## config.mk

```make
export PLATFORM = sky130hd
export DESIGN_NAME = shift_sequencer_flat
export DESIGN_NICKNAME = d
export VERILOG_FILES = /design/src/rtl/shift_pkg.sv /design/src/rtl/shift_sequencer_if.sv /design/src/rtl/shift_stage.sv /design/src/rtl/shift_sequencer.sv /design/src/flat_wrapper.sv
export SDC_FILE = /design/constraint.sdc
export NUM_CORES = 1
export LEC_CHECK = 0
export BUFFER_PORTS_ARGS = -buffer_cell sky130_fd_sc_hd__clkbuf_2
export CORE_UTILIZATION = 35
export CTS_CLUSTER_DIAMETER = 100
export DETAILED_ROUTE_END_ITERATION = 10
export PLACE_DENSITY = 0.5
export SYNTH_ARGS = -nofsm -noshare
export SYNTH_HDL_FRONTEND = slang
export SYNTH_SLANG_ARGS = --single-unit
```

## constraint.sdc

```tcl
create_clock -name clock -period 6.43 [get_ports clock]
set_input_delay 0.9645 -clock clock [delete_from_list [all_inputs] [get_ports clock]]
set_output_delay 0.9645 -clock clock [all_outputs]
set_load 0.01 [all_outputs]
```

## src/rtl/shift_pkg.sv

```systemverilog
// Shared definitions for the multi-cycle shift sequencer:
// op encodings, FSM state type and the default datapath width.
package shift_pkg;

  localparam int DEFAULT_DATA_WIDTH = 32;

  localparam logic [1:0] OP_SLL = 2'b00;
  localparam logic [1:0] OP_SRL = 2'b01;
  localparam logic [1:0] OP_SRA = 2'b10;
  localparam logic [1:0] OP_ROR = 2'b11;

  typedef enum logic [1:0] {
    IDLE  = 2'b00,
    SHIFT = 2'b01,
    DONE  = 2'b10
  } state_e;

endpackage

```

## src/rtl/shift_sequencer_if.sv

```systemverilog
// Request/response bundle between processor control (master) and the
// shift sequencer (slave).
interface shift_sequencer_if
  import shift_pkg::*;
#(
  parameter int DATA_WIDTH = DEFAULT_DATA_WIDTH
);
  localparam int SHAMT_WIDTH = $clog2(DATA_WIDTH);

  logic                   start;
  logic [DATA_WIDTH-1:0]  data_in;
  logic [SHAMT_WIDTH-1:0] shamt;
  logic [1:0]             op;
  logic                   busy;
  logic                   done;
  logic [DATA_WIDTH-1:0]  result;

  modport master (output start, data_in, shamt, op, input busy, done, result);
  modport slave  (input start, data_in, shamt, op, output busy, done, result);

endinterface

```

## src/rtl/shift_stage.sv

```systemverilog
// Combinational single stage: shifts data by 2^idx according to op.
module shift_stage
  import shift_pkg::*;
#(
  parameter int DATA_WIDTH  = DEFAULT_DATA_WIDTH,
  parameter int SHAMT_WIDTH = $clog2(DATA_WIDTH)
) (
  input  logic [DATA_WIDTH-1:0]  data,
  input  logic [1:0]             op,
  input  logic [SHAMT_WIDTH-1:0] idx,
  output logic [DATA_WIDTH-1:0]  out
);

  // One extra bit so that both 2^idx and DATA_WIDTH - 2^idx are representable.
  logic [SHAMT_WIDTH:0] amt;
  logic [SHAMT_WIDTH:0] rot_amt;

  assign amt     = (SHAMT_WIDTH+1)'(1) << idx;
  assign rot_amt = (SHAMT_WIDTH+1)'(DATA_WIDTH) - amt;

  // NOTE: the default assignment up front guarantees every path drives
  // out, so no latch can be inferred.
  always_comb begin
    out = data;
    case (op)
      OP_SLL:  out = data << amt;
      OP_SRL:  out = data >> amt;
      OP_SRA:  out = DATA_WIDTH'($signed(data) >>> amt);
      OP_ROR:  out = (data >> amt) | (data << rot_amt);
      default: out = data;
    endcase
  end

endmodule

```

## src/rtl/shift_sequencer.sv

```systemverilog
// Multi-cycle barrel shifter: walks stages 16,8,4,2,1 one per cycle,
// applying each stage when the matching shamt bit is set.
module shift_sequencer
  import shift_pkg::*;
#(
  parameter int DATA_WIDTH = DEFAULT_DATA_WIDTH
) (
  input  logic            clock,
  input  logic            reset,
  shift_sequencer_if.slave bus
);

  localparam int SHAMT_WIDTH = $clog2(DATA_WIDTH);

  state_e                 state;
  logic [SHAMT_WIDTH-1:0] idx;
  logic [SHAMT_WIDTH-1:0] shamt_q;
  logic [1:0]             op_q;
  logic [DATA_WIDTH-1:0]  work;
  logic [DATA_WIDTH-1:0]  stage_out;
  logic                   busy_q;
  logic                   done_q;

  shift_stage #(
    .DATA_WIDTH  (DATA_WIDTH),
    .SHAMT_WIDTH (SHAMT_WIDTH)
  ) u_stage (
    .data (work),
    .op   (op_q),
    .idx  (idx),
    .out  (stage_out)
  );

  // NOTE: every register here, including the datapath, is cleared on reset
  // so an aborted operation leaves no stale result visible.
  // NOTE: non-blocking assignments keep all flops updating from the same
  // pre-edge values, independent of statement order.
  always_ff @(posedge clock or posedge reset) begin
    if (reset) begin
      state   <= IDLE;
      idx     <= '0;
      shamt_q <= '0;
      op_q    <= OP_SLL;
      work    <= '0;
      busy_q  <= 1'b0;
      done_q  <= 1'b0;
    end else begin
      done_q <= 1'b0;
      case (state)
        IDLE, DONE: begin
          // DONE accepts a new request directly for back-to-back throughput.
          if (bus.start) begin
            work    <= bus.data_in;
            shamt_q <= bus.shamt;
            op_q    <= bus.op;
            idx     <= SHAMT_WIDTH'(SHAMT_WIDTH - 1);
            busy_q  <= 1'b1;
            state   <= SHIFT;
          end else begin
            state   <= IDLE;
          end
        end
        SHIFT: begin
          if (shamt_q[idx]) work <= stage_out;
          if (idx == '0) begin
            busy_q <= 1'b0;
            done_q <= 1'b1;
            state  <= DONE;
          end else begin
            idx    <= idx - 1'b1;
          end
        end
        default: begin
          busy_q <= 1'b0;
          state  <= IDLE;
        end
      endcase
    end
  end

  assign bus.busy   = busy_q;
  assign bus.done   = done_q;
  assign bus.result = work;

endmodule

```

## src/flat_wrapper.sv

```systemverilog
// flat-port wrapper written by rule: the top's interface ports become plain ports
module shift_sequencer_flat import shift_pkg::*;
#(
  parameter int DATA_WIDTH = DEFAULT_DATA_WIDTH
)
  (clock, reset, bus_start, bus_data_in, bus_shamt, bus_op, bus_busy, bus_done, bus_result);
  shift_sequencer_if #(.DATA_WIDTH(DATA_WIDTH)) bus_i ();
  input  logic clock;
  input  logic reset;
  input wire logic [$bits(bus_i.start)-1:0] bus_start;
  input wire logic [$bits(bus_i.data_in)-1:0] bus_data_in;
  input wire logic [$bits(bus_i.shamt)-1:0] bus_shamt;
  input wire logic [$bits(bus_i.op)-1:0] bus_op;
  output wire logic [$bits(bus_i.busy)-1:0] bus_busy;
  output wire logic [$bits(bus_i.done)-1:0] bus_done;
  output wire logic [$bits(bus_i.result)-1:0] bus_result;
  assign bus_i.start = bus_start;
  assign bus_i.data_in = bus_data_in;
  assign bus_i.shamt = bus_shamt;
  assign bus_i.op = bus_op;
  assign bus_busy = bus_i.busy;
  assign bus_done = bus_i.done;
  assign bus_result = bus_i.result;
  shift_sequencer #(.DATA_WIDTH(DATA_WIDTH)) u_core (.clock(clock), .reset(reset), .bus(bus_i));
endmodule
```

==> impl_metrics.toml <==
[worst_setup_path]
worstSetupStartpointType = "flip-flop"
reg2reg_to = "u_core.bus.result[19]$_DFFE_PP0P_"
crit_fanout = 37
r2r-start = "u_core.idx[2]$_DFFE_PP0P_"
reg2reg_slack_ns = 1.01
crit_start = "u_core.idx[2]$_DFFE_PP0P_"
rr_worst_depth = 11
crit_end = "u_core.bus.result[19]$_DFFE_PP0P_"
arrival_ns = 5.62
cp.required_ns = 6.63
worstSetupEndpointType = "flip-flop"
criticalPathCategory = "reg2reg"

[die]
die_w_um = 146
start_util_pct = 35.8
ios = 76
die_h_um = 146
row_count = 52
core_region_area_um2 = 20200
fp.dieArea_um2 = 21300

[detailed_routing]
drt_wl_total_mm = 47.8
met2_length_mm = 20.3
drtAntennaViolNets = 0
viasPerCell = 7.39
drtPass1Iterations = 6
drc = 0
drt-initial-drc-count = 1576
top_layer_used = "met4"
wl_per_cell_um = 36.2
vias = 9781
m1WireLength_mm = 18.1
met3WireLength_mm = 5.91

[sta]
min_period_ns = 5.42
fin_tns_setup_ns = 0
worst_pin_slew_ns = 1.32
rsz0062_at_grt = "false"
hold_violations = 0
clock_skew_ns = 0.0156
max_freq_mhz = 185
fin_crit_sh_pct = 84.3
setup_viol = 0
final_max_slew_viol_count = 0
slew_headroom_pct = 11.4

[logic_synthesis]
synthCells = 1055
syn_area_um2 = 7240
yosys-top-cells-area = "dfrtp_1 (17%), o21ai_0 (6.4%), a21oi_1 (5.7%), nand2_1 (5.7%), nor2_1 (5.7%)"
yosysWarnings = 0
synth_top_family_by_area = "compound AO/OA/AOI/OAI gates"
async_flop_share_pct = 100
yosysUniqueCellTypes = 85
synth_compound_gate_area_share_pct = 38.6
avgSynthCellArea_um2 = 6.86
yosys.area_share.simple_pct = 26.1
synth_top_area_share_pct = 16.6
syn_nets = 1100
synth_adder_area_share_pct = 0.519
synth-edff-count = 0
synth-seq-area-share_pct = 16.6
ys.flop_type = "dfrtp_1"
synth_xor_area_share_pct = 0.484
synthMuxAreaShare_pct = 9.41
synth_top_area_cell = "dfrtp_1"
ys_seq_elements = 48

[clock_network]
hold_buffers = 0
clkTransAtPathRegs_ns = 0.09
cts-resized-gates = 0
cts.sinks = 48
cts_root_buf = "clkbuf_16"
cts-buffers-inserted = 5
post-cts-setup-buffers = 0
cts_max_level = 2
clock_latency_ns = 0.33
tritoncts = "yes"
cts_buffer_depth = 2

[global_routing]
grt_max_degree = 113
gr-total-overflow = 0
track_usage_pct = 44.5
grt_pass1_vias = 9206
grt_first_pass_wirelength_mm = 68.1
grt_antenna_before_repair = 2

[pwr]
max-vdd-ir-drop_v = 0.000503
power_density_nw_per_um2 = 756
power.total_w = 0.00596
leakagePower_nw = 3.00

[cells_and_area]
nNetsFinal = 1096
final_core_util_pct = 39.0
area_growth_pct = 9.04
drive_gt1_share_pct = 16.4

[status]
outcome = "finished clean"

[placement]
gp_congestion = 1.01
hpwl_mm = 33.2
io_buffers = 75

[flow_run]
maxCapViolations = 0

[min_path]
hold_class = "reg2reg"
[routing by layer]
metal	GRT usage, %	up-vias
met5	0	-
met4	28.5	0
met3	12.2	207
met2	66.3	875
met1	56.5	4672
li1	-	4027
[cells by family after synthesis]
family | count (synthesis)
compound gates | 415
simple gates | 393
buf+inv | 138
mux | 54
flops | 48
xor+xnor | 4
fa+ha+maj | 3
[metrics by stage]
step	cells	worst slack, ns	instance area, um^2	hold WS [ns]
floorplan	1055	2.64	7240	0.440
global placement	1314	1.30	7740	0.452
detailed placement	1314	1.25	7740	0.463
CTS	1322	1.25	7890	0.483
global route	1323	0.885	7890	0.500
finish	1323	1.01	7890	0.478
[layout make-up]
type,instances,area (um^2)
well taps,270,338
clock inverters,3,26.3
repair buffers,109,643
clock buffers,5,125
fillers,2222,12300
flip-flops and latches,48,1200
multi-input cells,869,5480
diodes,1,2.50
inverters,18,67.6
[synth_stat cells, types with 6 or more instances]
master	n
dfrtp_1	48
buf_2	22
o221ai_1	8
mux4_2	10
a311oi_1	6
or3_1	27
inv_1	15
nor2b_1	6
nand2_1	110
a2bb2oi_1	6
o211ai_1	22
a31oi_1	31
mux2_2	12
o31ai_1	11
nand2b_1	12
a21oi_1	83
buf_1	11
o32ai_1	15
and3_1	7
o21ai_0	93
nor3_1	47
a221oi_1	10
a211oi_1	36
clkbuf_1	77
nand3_1	38
mux2i_1	32
nor2_1	110
o22ai_1	14
o31a_1	8
[state kept, by name, indices dropped and copies added, names as in the netlist]
register / count
u_core.bus.busy: 1
u_core.bus.done: 1
u_core.bus.result: 32
u_core.idx: 5
u_core.op_q: 2
u_core.shamt_q: 5
u_core.state: 2
[worst max-delay path, stage by stage, from the launching register on]
cell and delay, ns:
dfrtp_1 0.73, or3_1 0.71, nor2_8 0.42, inv_2 0.43, ha_1 0.54, or3_1 0.42
nor3_1 0.54, a311oi_2 0.28, nand2_1 0.48, nor2_1 0.07, a2111oi_0 0.50, a31oi_1 0.14
[power by group]
part | internal, W | switching (W)
combinational | 0.00144 | 0.00328
clock | 0.000149 | 0.000167
sequential | 0.000435 | 0.000495
[layout by cell type (no fill, tap or decap), types with 14 or more instances in the layout]
master,Yosys,layout
o21ai_0,93,93
nand2_1,110,110
o211ai_1,22,22
or3_1,27,27
mux2i_1,32,32
nor3_1,47,45
nor2_1,110,110
inv_1,15,14
o32ai_1,15,15
buf_4,3,33
clkbuf_2,2,75
a211oi_1,36,36
nand3_1,38,38
dfrtp_1,48,47
o22ai_1,14,14
a31oi_1,31,31
a21oi_1,83,83
[worst min path at each step]
stage          slack (ns)                          start  cells past startpoint                       endpoint
2_1_floorplan        0.44  u_core.shamt_q[2]$_DFFE_PP0P_                      2  u_core.shamt_q[2]$_DFFE_PP0P_
3_3_place_gp         0.45  u_core.shamt_q[2]$_DFFE_PP0P_                      2  u_core.shamt_q[2]$_DFFE_PP0P_
3_5_place_dp         0.46  u_core.shamt_q[2]$_DFFE_PP0P_                      2  u_core.shamt_q[2]$_DFFE_PP0P_
4_1_cts              0.48  u_core.shamt_q[2]$_DFFE_PP0P_                      2  u_core.shamt_q[2]$_DFFE_PP0P_
5_1_grt              0.50  u_core.shamt_q[3]$_DFFE_PP0P_                      2  u_core.shamt_q[3]$_DFFE_PP0P_
6_report             0.48  u_core.shamt_q[2]$_DFFE_PP0P_                      2  u_core.shamt_q[2]$_DFFE_PP0P_
Power figures use the tool's default switching activity.
